`config.mk`:
```
export PLATFORM = sky130hd
export DESIGN_NAME = sobel_frame_sequencer
export DESIGN_NICKNAME = d
export VERILOG_FILES = /design/src/rtl/sobel_pkg.sv /design/src/rtl/sobel_win_fetch.sv /design/src/rtl/sobel_frame_sequencer.sv
export SDC_FILE = /design/constraint.sdc
export NUM_CORES = 1
export LEC_CHECK = 0
export ABC_AREA = 1
export CORE_AREA = 2 2 241 148
export CTS_CLUSTER_DIAMETER = 50
export CTS_CLUSTER_SIZE = 14
export DETAILED_ROUTE_END_ITERATION = 10
export DIE_AREA = 0 0 243 150
export GPL_ROUTABILITY_DRIVEN = 0
export HOLD_SLACK_MARGIN = 0.03
export PLACE_DENSITY = 0.6
export SLEW_MARGIN = 20
export SYNTH_ARGS = -nofsm -noshare
export SYNTH_HDL_FRONTEND = slang
export SYNTH_SLANG_ARGS = --single-unit
```
`constraint.sdc`:
```
create_clock -name clk -period 17.4 [get_ports clk]
set_input_delay 3.48 -clock clk [delete_from_list [all_inputs] [get_ports clk]]
set_output_delay 3.48 -clock clk [all_outputs]
set_load 0.01 [all_outputs]
```
`src/rtl/sobel_pkg.sv`:
```
// Shared definitions for the Sobel/Prewitt frame sequencer.
//   - FSM state encoding
//   - kernel select encodings
//   - pixel / window geometry
package sobel_pkg;

  localparam int PIX_W      = 8;
  localparam int WIN_PIXELS = 9;
  localparam int WIN_W      = PIX_W * WIN_PIXELS;

  localparam logic KERNEL_SOBEL   = 1'b0;
  localparam logic KERNEL_PREWITT = 1'b1;

  typedef enum logic [2:0] {
    ST_IDLE,
    ST_FETCH,
    ST_PRESENT,
    ST_WAIT_RES,
    ST_WRITE,
    ST_DONE
  } state_e;

endpackage

```
`src/rtl/sobel_win_fetch.sv`:
```
// 3x3 window fetcher: issues nine image RAM reads around (row, col) and
// captures each returned pixel into its window slot.
//
// Ports:
//   clk, rst     clock, async active-low reset
//   start        one-cycle pulse; the fetch runs in the following 10 cycles
//   row, col     centre pixel, held stable by the FSM for the whole fetch
//   rd_en        image RAM read strobe (first 9 fetch cycles)
//   rd_addr      image RAM address, 0 when not reading
//   rd_data      image RAM data, valid the cycle after rd_en
//   done         high in the 10th fetch cycle, when the last pixel lands
//   win_data     captured window, [7:0] = top-left, row-major
module sobel_win_fetch
  import sobel_pkg::*;
#(
  parameter int WIDTH  = 45,
  parameter int ADDR_W = 19
) (
  input  logic              clk,
  input  logic              rst,
  input  logic              start,
  input  logic [ADDR_W-1:0] row,
  input  logic [ADDR_W-1:0] col,
  output logic              rd_en,
  output logic [ADDR_W-1:0] rd_addr,
  input  logic [PIX_W-1:0]  rd_data,
  output logic              done,
  output logic [WIN_W-1:0]  win_data
);

  logic             act_q, act_d;
  logic [3:0]       cnt_q, cnt_d;
  logic [WIN_W-1:0] win_q, win_d;

  logic [ADDR_W-1:0] dy, dx, addr;

  always_comb begin
    act_d = act_q;
    cnt_d = cnt_q;
    win_d = win_q;
    if (start) begin
      act_d = 1'b1;
      cnt_d = 4'd0;
    end else if (act_q) begin
      if (cnt_q == 4'd9) begin
        act_d = 1'b0;
        cnt_d = 4'd0;
      end else begin
        cnt_d = cnt_q + 4'd1;
      end
      // Data for read k is on rd_data during fetch cycle k+1.
      for (int i = 0; i < WIN_PIXELS; i++) begin
        if (cnt_q == 4'(i + 1)) win_d[i*PIX_W +: PIX_W] = rd_data;
      end
    end
  end

  always_comb begin
    dy   = ADDR_W'(cnt_q / 4'd3);
    dx   = ADDR_W'(cnt_q % 4'd3);
    // Interior pixels only, so row-1 and col-1 never underflow.
    addr = (row + dy - ADDR_W'(1)) * ADDR_W'(WIDTH) + (col + dx - ADDR_W'(1));
  end

  assign rd_en    = act_q && (cnt_q < 4'd9);
  assign rd_addr  = rd_en ? addr : '0;
  assign done     = act_q && (cnt_q == 4'd9);
  assign win_data = win_q;

  always_ff @(posedge clk or negedge rst) begin
    if (!rst) begin
      act_q <= 1'b0;
      cnt_q <= 4'd0;
      win_q <= '0;
    end else begin
      act_q <= act_d;
      cnt_q <= cnt_d;
      win_q <= win_d;
    end
  end

endmodule

```
`src/rtl/sobel_frame_sequencer.sv`:
```
// Frame sequencer for the Sobel/Prewitt edge datapath. Raster-scans a
// WIDTH x HEIGHT image, fetches the 3x3 window for each interior pixel,
// hands it to the convolution engine, and writes the engine result (or 0
// for border pixels) to the output RAM.
//
// Ports:
//   clk, rst                   clock, async active-low reset
//   start, kernel_sel          frame start (IDLE only) and kernel choice
//   busy, done                 frame in progress / one-cycle completion pulse
//   rd_en, rd_addr, rd_data    image RAM read port (1-cycle latency)
//   win_valid, win_ready       window handshake to the engine
//   win_data, win_kernel       window pixels and latched kernel select
//   res_valid, res_ready       result handshake from the engine
//   res_pixel                  engine result
//   wr_en, wr_addr, wr_data    output RAM write port
//
// state       | meaning
// ------------+-----------------------------------------------
// ST_IDLE     | waiting for start
// ST_FETCH    | 9 window reads + final capture (10 cycles)
// ST_PRESENT  | window offered until win_ready
// ST_WAIT_RES | waiting for res_valid, result captured
// ST_WRITE    | one output write, then advance raster position
// ST_DONE     | one-cycle done pulse
module sobel_frame_sequencer
  import sobel_pkg::*;
#(
  parameter int WIDTH  = 45,
  parameter int HEIGHT = 45,
  parameter int ADDR_W = 19
) (
  input  logic              clk,
  input  logic              rst,
  input  logic              start,
  input  logic              kernel_sel,
  output logic              busy,
  output logic              done,
  output logic              rd_en,
  output logic [ADDR_W-1:0] rd_addr,
  input  logic [7:0]        rd_data,
  output logic              win_valid,
  input  logic              win_ready,
  output logic [71:0]       win_data,
  output logic              win_kernel,
  input  logic              res_valid,
  input  logic [7:0]        res_pixel,
  output logic              res_ready,
  output logic              wr_en,
  output logic [ADDR_W-1:0] wr_addr,
  output logic [7:0]        wr_data
);

  state_e            state_q, state_d;
  logic [ADDR_W-1:0] row_q, row_d;
  logic [ADDR_W-1:0] col_q, col_d;
  logic              kernel_q, kernel_d;
  logic [PIX_W-1:0]  wr_data_q, wr_data_d;

  logic fetch_start;
  logic fetch_done;
  logic last_pix;

  function automatic logic is_border(input logic [ADDR_W-1:0] r,
                                     input logic [ADDR_W-1:0] c);
    return (r == '0) || (r == ADDR_W'(HEIGHT - 1)) ||
           (c == '0) || (c == ADDR_W'(WIDTH - 1));
  endfunction

  assign last_pix = (row_q == ADDR_W'(HEIGHT - 1)) && (col_q == ADDR_W'(WIDTH - 1));

  always_comb begin
    state_d   = state_q;
    row_d     = row_q;
    col_d     = col_q;
    kernel_d  = kernel_q;
    wr_data_d = wr_data_q;
    unique case (state_q)
      ST_IDLE: begin
        if (start) begin
          kernel_d  = kernel_sel;
          row_d     = '0;
          col_d     = '0;
          wr_data_d = '0;
          state_d   = is_border('0, '0) ? ST_WRITE : ST_FETCH;
        end
      end
      ST_FETCH: begin
        if (fetch_done) state_d = ST_PRESENT;
      end
      ST_PRESENT: begin
        if (win_ready) state_d = ST_WAIT_RES;
      end
      ST_WAIT_RES: begin
        if (res_valid) begin
          wr_data_d = res_pixel;
          state_d   = ST_WRITE;
        end
      end
      ST_WRITE: begin
        // Cleared so a following border write carries 0.
        wr_data_d = '0;
        if (last_pix) begin
          state_d = ST_DONE;
        end else begin
          if (col_q == ADDR_W'(WIDTH - 1)) begin
            col_d = '0;
            row_d = row_q + ADDR_W'(1);
          end else begin
            col_d = col_q + ADDR_W'(1);
          end
          state_d = is_border(row_d, col_d) ? ST_WRITE : ST_FETCH;
        end
      end
      ST_DONE: state_d = ST_IDLE;
      default: state_d = ST_IDLE;
    endcase
  end

  // Pulse on entry so the fetcher's 10 cycles line up with ST_FETCH.
  assign fetch_start = (state_d == ST_FETCH) && (state_q != ST_FETCH);

  sobel_win_fetch #(
    .WIDTH  (WIDTH),
    .ADDR_W (ADDR_W)
  ) u_fetch (
    .clk      (clk),
    .rst      (rst),
    .start    (fetch_start),
    .row      (row_q),
    .col      (col_q),
    .rd_en    (rd_en),
    .rd_addr  (rd_addr),
    .rd_data  (rd_data),
    .done     (fetch_done),
    .win_data (win_data)
  );

  assign busy       = (state_q == ST_FETCH) || (state_q == ST_PRESENT) ||
                      (state_q == ST_WAIT_RES) || (state_q == ST_WRITE);
  assign done       = (state_q == ST_DONE);
  assign win_valid  = (state_q == ST_PRESENT);
  assign res_ready  = (state_q == ST_WAIT_RES);
  assign wr_en      = (state_q == ST_WRITE);
  assign wr_addr    = wr_en ? (row_q * ADDR_W'(WIDTH) + col_q) : '0;
  assign wr_data    = wr_data_q;
  assign win_kernel = kernel_q;

  always_ff @(posedge clk or negedge rst) begin
    if (!rst) begin
      state_q   <= ST_IDLE;
      row_q     <= '0;
      col_q     <= '0;
      kernel_q  <= KERNEL_SOBEL;
      wr_data_q <= '0;
    end else begin
      state_q   <= state_d;
      row_q     <= row_d;
      col_q     <= col_d;
      kernel_q  <= kernel_d;
      wr_data_q <= wr_data_d;
    end
  end

endmodule

```
==> flow_metrics.env, run 1 <==
export IMPL_clock_latency_on_the_worst_skew_pair_ns=0.45
export IMPL_startpoint_type="flop"
export IMPL_dominant_combinational_cell_family_by_area_after_synthesis="adder cells"
export IMPL_yosys_register_bits=127
export IMPL_report_final_hold_viol_count=0
export IMPL_num_fill_cells=3465
export IMPL_n_antenna_cell=0
export IMPL_synth_area_per_cell_um2=7.66
export IMPL_synth_xor_area_frac=0.0336
export IMPL_timing_final_crit_share=0.773
export IMPL_report_final_setup_viol=0
export IMPL_critPathMostFrequentCell="sky130_fd_sc_hd__nand2_1"
export IMPL_nNetsFinal=2167
export IMPL_post_detailed_route_via_to_cell_ratio=5.13
export IMPL_synthesis_area_um2=13600
export IMPL_layout_drive_gt1_share=0.0423
export IMPL_finalWorstPathRequiredPeriod_ns=13.44
export IMPL_floorplan_core_area_um2=34400
export IMPL_sequential_cell_area_in_the_final_layout_um2=3180
export IMPL_fin_skew_ns=0.0116
export IMPL_synth_nets=2035
export IMPL_grt_setup_unrepaired="no"
export IMPL_netlist_instances=1770
export IMPL_synth_adder_area_share=0.289
export IMPL_critPathCaptureType="primary output"
export IMPL_hold_path_startpoint="u_fetch.win_data[43]$_DFFE_PN0P_"
export IMPL_synth_yosys_seq_area_share=0.234
export IMPL_clk_transition_reported_paths_ns=0.06
export IMPL_cp_max_fo=8
export IMPL_critPathArrivalTime_ns=9.96
export IMPL_std_cell_rows=53
export IMPL_synth_async_reset_ratio=1.00
export IMPL_max_freq_ghz=0.0744
export IMPL_detailroute_via_count=12223
export IMPL_vias_in_the_first_global_route=11492
export IMPL_numPortBuffers=146
export IMPL_reg2reg_depth=20
export IMPL_synth_simple_gate_area_frac=0.239
export IMPL_max_slew_margin_rel=0.392
export IMPL_setup_worst_path_start="u_fetch.cnt_q[2]$_DFFE_PN0P_"
export IMPL_timing_critical_path_required_ns=13.92
export IMPL_grt_antenna_before_repair=2
export IMPL_tightest_slew_ns=0.907
export IMPL_area_fraction_in_compound_gates_after_synthesis=0.0879
export IMPL_wire_length_of_the_first_global_routing_pass_mm=64.4
export IMPL_place_detailed_hpwl_mm=32.5
export IMPL_initial_util=0.395
export IMPL_timing_final_max_slew_violations=0
export IMPL_postSynth_topFlopCell="sky130_fd_sc_hd__dfrtp_1"
export IMPL_ctsHoldBuffers=0
export IMPL_antenna_left=0
export IMPL_grt_usage=0.228
export IMPL_yosys_warns=0
export IMPL_cell_with_the_biggest_individual_delay_on_the_critical_path="sky130_fd_sc_hd__clkdlybuf4s50_1"
export IMPL_drt_first_iter_violations=1103
export IMPL_io_pin_count=147
export IMPL_cts_tree="yes"
export IMPL_worst_hold_path_class="flop to flop"
export IMPL_status="finished, final reports clean"
export IMPL_post_cts_buffers=0
export IMPL_finalSetupTns_ns=0
export IMPL_wl_per_cell_um=17.0
export IMPL_die_w_um=243
export IMPL_drv_cap=0
export IMPL_grt_ovfl_total=0
export IMPL_yosys_cell_types_count=48
export IMPL_grt_start_max_net_pins=71
export IMPL_drc_errors=0
export IMPL_detailedRoute_firstPassIterationCount=6
export IMPL_worst_setup_path_type="flop to primary output"
export IMPL_synth_area_mux_share=0.00157
export IMPL_worst_r2r_startpoint="row_q[0]$_DFFE_PN0P_"
export IMPL_clock_path_buffers=2
export IMPL_cts_repair_resized_insts=0
export IMPL_synth_edf_count=0
export IMPL_multi_input_comb_area_um2=8840
export IMPL_layout_area_overhead_vs_synth_pct=18.1
export IMPL_floorplan_die_area_um2=36500
export IMPL_h_tree_depth=4
export IMPL_finalWirelength_mm=40.4
export IMPL_timing_critical_path_slowest_cell_delay_ns=0.59
export IMPL_root_buffer="sky130_fd_sc_hd__clkbuf_16"
export IMPL_clock_sink_count=127
export IMPL_cts_inserted_buffers=17
export IMPL_die_height_um=150
export IMPL_whs_path_depth=2
-- kinds of logic (layout without fill, tap and decap cells) --
logic type	Yosys count	after routing
AOI/OAI and AO/OA	211	211
muxes	2	2
buffers and inverters	393	537
and+or+nand+nor	742	742
DFF	127	127
xor gates and xnor gates	52	52
adders and majority gates	243	243
-- synthesized netlist by cell type (3+ instances only) --
cell type,number,area share
sky130_fd_sc_hd__nand2_1,408,0.11
sky130_fd_sc_hd__inv_1,346,0.096
sky130_fd_sc_hd__dfrtp_1,127,0.23
sky130_fd_sc_hd__ha_1,126,0.12
sky130_fd_sc_hd__nor2_1,126,0.035
sky130_fd_sc_hd__fa_1,117,0.17
sky130_fd_sc_hd__nand4_1,79,0.036
sky130_fd_sc_hd__o21ai_0,76,0.028
sky130_fd_sc_hd__nand3_1,69,0.025
sky130_fd_sc_hd__a21oi_1,60,0.022
sky130_fd_sc_hd__xor2_1,35,0.023
sky130_fd_sc_hd__o22ai_1,33,0.015
sky130_fd_sc_hd__nor3_1,24,0.0089
sky130_fd_sc_hd__clkbuf_1,17,0.0047
sky130_fd_sc_hd__xnor2_1,17,0.011
sky130_fd_sc_hd__buf_1,11,0.0030
sky130_fd_sc_hd__buf_6,8,0.0066
sky130_fd_sc_hd__o21ai_1,8,0.0030
sky130_fd_sc_hd__nand2_2,7,0.0032
sky130_fd_sc_hd__inv_2,6,0.0017
sky130_fd_sc_hd__nand3_2,6,0.0044
sky130_fd_sc_hd__nor2_2,6,0.0028
sky130_fd_sc_hd__a211oi_1,4,0.0022
sky130_fd_sc_hd__buf_2,4,0.0015
sky130_fd_sc_hd__nand3b_1,4,0.0022
sky130_fd_sc_hd__o21a_1,4,0.0022
sky130_fd_sc_hd__o21bai_1,4,0.0022
sky130_fd_sc_hd__a21boi_0,3,0.0017
sky130_fd_sc_hd__a21o_1,3,0.0017
sky130_fd_sc_hd__a31oi_1,3,0.0014
sky130_fd_sc_hd__nor2_4,3,0.0025
sky130_fd_sc_hd__o31ai_1,3,0.0017
-- path summary, 6_finish.rpt --
kind	endpoint	slack [ns]
min in group asynchronous	u_fetch.win_data[41]$_DFFE_PN0P_	3.13
max in group asynchronous	u_fetch.act_q$_DFF_PN0_	12.79
hold reg to reg	u_fetch.win_data[43]$_DFFE_PN0P_	0.47
setup / recovery	rd_addr[17]	3.96
setup reg to reg	u_fetch.win_data[37]$_DFFE_PN0P_	12.88
hold / removal	u_fetch.win_data[43]$_DFFE_PN0P_	0.47
-- critical path: cells and delay by family (launching register included) --
kind | cells | cell delay, ns
and+or+nand+nor | 14 | 1.93
AOI/OAI and AO/OA | 10 | 2.00
adders and majority gates | 9 | 3.63
buffers and inverters | 8 | 1.10
DFF | 1 | 0.45
xor gates and xnor gates | 1 | 0.38
-- routing by layer --
layer	wire [um]	global-route usage	up-vias
li1	-	-	5881
met4	259	0.0356	4
met3	3470	0.0637	30
met1	20700	0.361	5893
met2	16000	0.305	415
met5	22	0	-
-- final cells by class --
cell class	count	share of cell area
clock buffers	17	0.0266
clock inverters	14	0.00976
flip-flops and latches	127	0.198
inverters	352	0.0825
repair buffers	154	0.0948
well taps	467	0.0365
multi-input cells	1250	0.552
-- sequential cells by signal, indices dropped and copies added, names as in the netlist --
name and count:
u_fetch.cnt_q 4, u_fetch.act_q 1, col_q 19, u_fetch.win_data 72
win_kernel 1, row_q 19, wr_data 8, state_q 3
-- metrics by stage --
| stage | utilization | area (um^2) | setup slack (ns) | hold WS, ns | cells |
|---|---|---|---|---|---|
| after detailed placement | 0.449 | 15400 | 4.62 | 0.458 | 2350 |
| after floorplan | - | 13600 | 6.07 | 0.509 | 1770 |
| final | 0.466 | 16000 | 3.96 | 0.472 | 2381 |
| after global routing | 0.466 | 16000 | 3.32 | 0.481 | 2381 |
| after CTS | 0.466 | 16000 | 4.10 | 0.474 | 2381 |
| after global placement | 0.449 | 15400 | 5.00 | 0.455 | 2350 |
-- placed cells by master, fill, tap and decap left out, drive strengths merged, types with 3 or more instances in the layout --
cell	synthesis	final
xor2	35	35
clkdlybuf4s50	0	145
nand3b	4	4
a21o	3	3
ha	126	126
fa	117	117
a31oi	4	4
clkbuf	17	17
nand4	80	80
xnor2	17	17
clkinv	0	4
dfrtp	127	127
o22ai	33	33
a21oi	62	62
o21bai	4	4
o21a	4	4
nand2	416	416
nor2	135	135
a21boi	3	3
o21ai	85	85
a211oi	4	4
nand3	75	75
inv	352	359
o31ai	3	3
buf	24	9
nor3	24	24
Power of run 1 is not shown: default switching activity piles up to over one toggle a cycle in this logic, so the estimate is an artifact.
==> run 2: changes to the inputs <==
PLACE_DENSITY = 0.63   (was 0.6)
clock period = 11.7 ns   (was 17.4 ns; I/O delays follow)
==> run 2 against run 1 <==
Clock skew is essentially flat. Utilization increased by 0.32 points. Routed wire length increased by 0.38%.
==> flow_metrics.env, run 2 (synthesis gave the netlist of run 1 again) <==
export IMPL_status="finished, final reports clean"
export IMPL_dp_cells=2351
export IMPL_wl_per_cell_um=17.0
export IMPL_grt_antenna_before_repair=0
export IMPL_timing_final_max_slew_violations=0
export IMPL_initial_util=0.395
export IMPL_finalWirelength_mm=40.6
export IMPL_critPathCaptureType="primary output"
export IMPL_layout_area_overhead_vs_synth_pct=19.0
export IMPL_clock_path_buffers=2
export IMPL_fin_skew_ns=0.0119
export IMPL_worst_setup_path_type="flop to primary output"
export IMPL_io_pin_count=147
export IMPL_cts_inserted_buffers=17
export IMPL_crit_cells=44
export IMPL_clock_latency_on_the_worst_skew_pair_ns=0.45
export IMPL_numPortBuffers=146
export IMPL_report_final_hold_viol_count=0
export IMPL_hold_path_startpoint="u_fetch.win_data[30]$_DFFE_PN0P_"
export IMPL_whs_path_depth=2
export IMPL_cell_with_the_biggest_individual_delay_on_the_critical_path="sky130_fd_sc_hd__clkdlybuf4s50_1"
export IMPL_max_freq_ghz=0.0895
export IMPL_instances_no_fill=2390
export IMPL_clk_transition_reported_paths_ns=0.06
export IMPL_reg2reg_depth=16
export IMPL_setup_worst_path_start="u_fetch.cnt_q[3]$_DFFE_PN0P_"
export IMPL_drc_errors=0
export IMPL_h_tree_depth=4
export IMPL_detailedRoute_firstPassIterationCount=8
export IMPL_finalWorstPathRequiredPeriod_ns=11.17
export IMPL_startpoint_type="flop"
export IMPL_timing_final_crit_share=0.955
export IMPL_vias_in_the_first_global_route=11563
export IMPL_wire_length_of_the_first_global_routing_pass_mm=63.7
export IMPL_worst_hold_path_class="flop to flop"
export IMPL_post_detailed_route_via_to_cell_ratio=5.12
export IMPL_worst_r2r_startpoint="col_q[15]$_DFFE_PN0P_"
export IMPL_drv_cap=0
export IMPL_cts_tree="yes"
export IMPL_place_detailed_hpwl_mm=32.1
export IMPL_most_common_layout_cells="408 x sky130_fd_sc_hd__nand2_1, 345 x sky130_fd_sc_hd__inv_1, 143 x sky130_fd_sc_hd__clkdlybuf4s50_1"
export IMPL_drt_first_iter_violations=1175
export IMPL_clock_sink_count=127
export IMPL_cp_max_fo=7
export IMPL_std_cell_rows=53
export IMPL_num_fill_cells=3425
export IMPL_root_buffer="sky130_fd_sc_hd__clkbuf_16"
export IMPL_layout_drive_gt1_share=0.0530
export IMPL_n_antenna_cell=0
export IMPL_antenna_left=0
export IMPL_mostFrequentLayoutCell="sky130_fd_sc_hd__nand2_1"
export IMPL_critical_path_top_delay_family="adder cells"
export IMPL_nNetsFinal=2176
export IMPL_report_final_setup_viol=0
export IMPL_die_height_um=150
export IMPL_timing_critical_path_slowest_cell_delay_ns=0.55
export IMPL_grt_usage=0.225
export IMPL_die_w_um=243
export IMPL_timing_critical_path_required_ns=9.36
export IMPL_detailroute_via_count=12236
export IMPL_grt_start_max_net_pins=79
export IMPL_largest_reg_flops=72
export IMPL_floorplan_die_area_um2=36500
export IMPL_grt_ovfl_total=0
export IMPL_tightest_slew_ns=0.951
export IMPL_crit_buf_inv=10
export IMPL_max_slew_margin_rel=0.362
export IMPL_ctsHoldBuffers=0
export IMPL_critPathArrivalTime_ns=8.83
export IMPL_floorplan_core_area_um2=34400
-- run 2: cell types whose count changed in the layout (fill, tap and decap cells not counted), moves of 2 or more --
cell	previous run	this run
sky130_fd_sc_hd__xor2_1	35	33
sky130_fd_sc_hd__a21oi_1	60	58
sky130_fd_sc_hd__inv_6	7	5
sky130_fd_sc_hd__nor2_1	126	123
sky130_fd_sc_hd__xor2_2	0	2
sky130_fd_sc_hd__clkdlybuf4s50_1	145	143
sky130_fd_sc_hd__clkinv_2	2	4
sky130_fd_sc_hd__bufinv_16	2	0
sky130_fd_sc_hd__a21oi_4	0	2
sky130_fd_sc_hd__nor2_4	3	6
sky130_fd_sc_hd__dlymetal6s2s_1	0	2
sky130_fd_sc_hd__buf_4	9	17
-- run 2: per-layer routing --
layer / vias to the layer above / share of wire / wire length, um / track usage
li1: 5896 / - / - / -
met1: 5848 / 0.50 / 20100 / 0.349
met2: 447 / 0.40 / 16300 / 0.305
met3: 45 / 0.089 / 3600 / 0.0597
met4: 0 / 0.013 / 525 / 0.0534
met5: - / 0 / 0 / 0
-- run 2: what timing repair did --
item	4_1_cts	5_1_grt
endpoints found under the hold margin	0	0
buffers inserted	2	6
pin swaps	1	5
endpoints found under the setup margin	3	5
gates resized for setup	6	15
-- run 2: per-stage QoR --
step	cell area, um^2	hold WS, ns	TNS, ns	utilization	setup WS [ns]
finish	16100	0.472	0	0.470	0.526
global route	16100	0.494	-0.0112	0.470	-0.0112
CTS	16000	0.472	0	0.467	0.0331
detailed placement	15400	0.458	0	0.450	0.0765
global placement	15400	0.455	0	0.450	0.392
floorplan	13600	0.509	0	-	1.51
-- run 2: final timing paths --
kind / endpoint / slack, ns
max: rd_addr[16] / 0.53
min: u_fetch.win_data[30]$_DFFE_PN0P_ / 0.47
max reg2reg: u_fetch.win_data[37]$_DFFE_PN0P_ / 7.15
min reg2reg: u_fetch.win_data[30]$_DFFE_PN0P_ / 0.47
max in group asynchronous: u_fetch.cnt_q[2]$_DFFE_PN0P_ / 8.54
min in group asynchronous: u_fetch.win_data[35]$_DFFE_PN0P_ / 1.96
-- run 2: worst register-to-register path: stages, from the launching register on --
cell,delay [ns]
sky130_fd_sc_hd__dfrtp_1,0.51
sky130_fd_sc_hd__inv_1,0.33
sky130_fd_sc_hd__nand2_1,0.09
sky130_fd_sc_hd__nor2_1,0.55
sky130_fd_sc_hd__nand2_2,0.33
sky130_fd_sc_hd__o21ai_0,0.22
sky130_fd_sc_hd__nand3_1,0.14
sky130_fd_sc_hd__nor3_1,0.20
sky130_fd_sc_hd__nand3_1,0.29
sky130_fd_sc_hd__nand2_1,0.22
sky130_fd_sc_hd__nand2_1,0.07
sky130_fd_sc_hd__nand2_1,0.10
sky130_fd_sc_hd__nand3_2,0.10
sky130_fd_sc_hd__nand2_4,0.55
sky130_fd_sc_hd__nand3_1,0.49
sky130_fd_sc_hd__nand2_1,0.18
sky130_fd_sc_hd__nand2_1,0.07
-- run 2: final cells by class --
class,instances,area [um^2],area share
clock buffer,17,425,0.0264
timing repair buffer,163,1600,0.0989
inverter,352,1320,0.0819
tap,467,584,0.0362
multi-input combinational,1250,8910,0.553
sequential,127,3180,0.197
clock inverter,14,109,0.00675
Power of run 2 is left out for the same reason.
==> run 3: changes to the inputs <==
clock period = 10.2 ns   (was 11.7 ns; I/O delays follow)
==> run 3 against run 2 <==
Global-route usage grew 0.31 points. Sequential cell count is the same. Critical path depth grew 3. Final area grew 3.3%. Final cell count grew 1.8%. Hold slack is essentially flat. Via count grew 2.0%. Routed wire length grew 1.3%. Non-clock buffer count grew 42. First-iteration DRC count shrank 3.7%. Sequential share of layout area shrank 0.64 points. Critical path type unchanged. Highest routed layer unchanged.
==> flow_metrics.env, run 3 (synthesis gave the netlist of run 1 again) <==
export IMPL_status="finished, final reports clean"
export IMPL_floorplan_die_area_um2=36500
export IMPL_max_slew_margin_rel=0.348
export IMPL_vias_in_the_first_global_route=11894
export IMPL_cp_max_fo=4
export IMPL_grt_antenna_before_repair=0
export IMPL_multi_input_comb_area_um2=9080
export IMPL_largest_reg_flops=72
export IMPL_layout_drive_gt1_share=0.0910
export IMPL_floorplan_core_area_um2=34400
export IMPL_tightest_slew_ns=0.977
export IMPL_grt_ovfl_total=0
export IMPL_fin_skew_ns=0.0134
export IMPL_numPortBuffers=146
export IMPL_clock_sink_count=127
export IMPL_instances_no_fill=2433
export IMPL_initial_util=0.395
export IMPL_report_final_hold_viol_count=0
export IMPL_grt_usage=0.228
export IMPL_io_pin_count=147
export IMPL_clock_path_buffers=2
export IMPL_wire_length_of_the_first_global_routing_pass_mm=65.0
export IMPL_nNetsFinal=2218
export IMPL_worst_setup_path_type="flop to primary output"
export IMPL_worst_hold_path_class="flop to flop"
export IMPL_startpoint_type="flop"
export IMPL_clk_transition_reported_paths_ns=0.06
export IMPL_std_cell_rows=53
export IMPL_finalWorstPathRequiredPeriod_ns=10.08
export IMPL_die_w_um=243
export IMPL_report_final_setup_viol=0
export IMPL_post_detailed_route_via_to_cell_ratio=5.13
export IMPL_n_antenna_cell=0
export IMPL_layout_area_overhead_vs_synth_pct=22.9
export IMPL_critPathMostFrequentCell="sky130_fd_sc_hd__nand2_2"
export IMPL_h_tree_depth=4
export IMPL_antenna_left=0
export IMPL_critPathArrivalTime_ns=8.04
export IMPL_finalSetupTns_ns=0
export IMPL_cts_inserted_buffers=17
export IMPL_cts_tree="yes"
export IMPL_timing_final_crit_share=0.988
export IMPL_timing_critical_path_slowest_cell_delay_ns=0.51
export IMPL_timing_final_max_slew_violations=0
export IMPL_max_freq_ghz=0.0992
export IMPL_wl_per_cell_um=16.9
export IMPL_layout_core_utilization=0.485
export IMPL_grt_setup_unrepaired="yes"
export IMPL_drt_first_iter_violations=1132
export IMPL_detailroute_via_count=12479
export IMPL_reg2reg_slack_ns=5.78
export IMPL_sequential_cell_area_in_the_final_layout_um2=3180
export IMPL_die_height_um=150
export IMPL_cell_with_the_biggest_individual_delay_on_the_critical_path="sky130_fd_sc_hd__fa_1"
export IMPL_num_fill_cells=3327
export IMPL_ctsHoldBuffers=0
export IMPL_timing_critical_path_required_ns=8.16
export IMPL_finalWirelength_mm=41.1
export IMPL_place_detailed_hpwl_mm=32.6
export IMPL_drv_cap=0
export IMPL_grt_start_max_net_pins=74
export IMPL_most_common_layout_cells="400 x sky130_fd_sc_hd__nand2_1, 337 x sky130_fd_sc_hd__inv_1, 138 x sky130_fd_sc_hd__clkdlybuf4s50_1"
export IMPL_drc_errors=0
export IMPL_critPathCaptureType="primary output"
export IMPL_dp_cells=2385
export IMPL_root_buffer="sky130_fd_sc_hd__clkbuf_16"
export IMPL_clock_latency_on_the_worst_skew_pair_ns=0.44
export IMPL_mostFrequentLayoutCell="sky130_fd_sc_hd__nand2_1"
export IMPL_detailedRoute_firstPassIterationCount=6
==> run 3: changes by cell type in the layout (fill, tap and decap cells not counted), moves of 3 or more <==
cell,delta
sky130_fd_sc_hd__buf_4,+44
sky130_fd_sc_hd__nand2_2,+7
sky130_fd_sc_hd__ha_4,+6
sky130_fd_sc_hd__inv_2,+8
sky130_fd_sc_hd__inv_1,-8
sky130_fd_sc_hd__clkinv_2,-4
sky130_fd_sc_hd__ha_1,-6
sky130_fd_sc_hd__o21ai_2,+4
sky130_fd_sc_hd__clkdlybuf4s50_1,-5
sky130_fd_sc_hd__nand2_1,-8
sky130_fd_sc_hd__a21oi_2,+3
==> run 3: timing repair <==
action,CTS,global route
gates resized for setup,28,51
buffers inserted,10,6
setup endpoints to repair,6,11
pin swaps,9,50
gates cloned,0,0
==> run 3: worst paths after layout <==
kind | from | endpoint | depth (start not counted)
worst max-delay path | u_fetch.cnt_q[2]$_DFFE_PN0P_ | rd_addr[18] | 47
worst min-delay path | u_fetch.win_data[24]$_DFFE_PN0P_ | u_fetch.win_data[24]$_DFFE_PN0P_ | 2
worst max register to register | col_q[0]$_DFFE_PN0P_ | u_fetch.win_data[35]$_DFFE_PN0P_ | 19
worst min register to register | u_fetch.win_data[24]$_DFFE_PN0P_ | u_fetch.win_data[24]$_DFFE_PN0P_ | 2
max in group asynchronous | rst | u_fetch.act_q$_DFF_PN0_ | 2
min in group asynchronous | rst | u_fetch.win_data[44]$_DFFE_PN0P_ | 1
==> run 3: area by class of cell <==
class                   instances  area share
flip-flops and latches        127       0.191
repair buffers                205       0.114
well taps                     467      0.0351
clock buffers                  18      0.0257
multi-input cells            1250       0.545
inverters                     352      0.0793
clock inverters                14      0.0101
==> run 3: stage by stage <==
| step | hold slack, ns | worst slack [ns] | cell area (um^2) |
|---|---|---|---|
| after floorplan | 0.509 | 0.311 | 13600 |
| after global placement | 0.455 | 0.118 | 15700 |
| after detailed placement | 0.461 | -0.186 | 15700 |
| after CTS | 0.473 | 0.00416 | 16500 |
| after global routing | 0.488 | -0.300 | 16700 |
| final | 0.473 | 0.124 | 16700 |
==> run 3: critical path: cells and delay by family, from the launching register on <==
kind / cells / cell delay [ns]
compound gates: 9 / 1.38
xor+xnor: 1 / 0.16
fa+ha+maj: 9 / 3.20
buf+inv: 8 / 0.53
flops: 1 / 0.38
simple gates: 20 / 1.96
==> run 3: layer usage <==
metal,share of wire,vias to the layer above,global-route usage,wire [um]
li1,-,5995,-,-
met1,0.49,6009,0.349,20300
met2,0.41,431,0.314,16700
met3,0.090,44,0.0655,3680
met4,0.012,0,0.0460,473
met5,0,-,0,0
Power of run 3 is left out for the same reason.
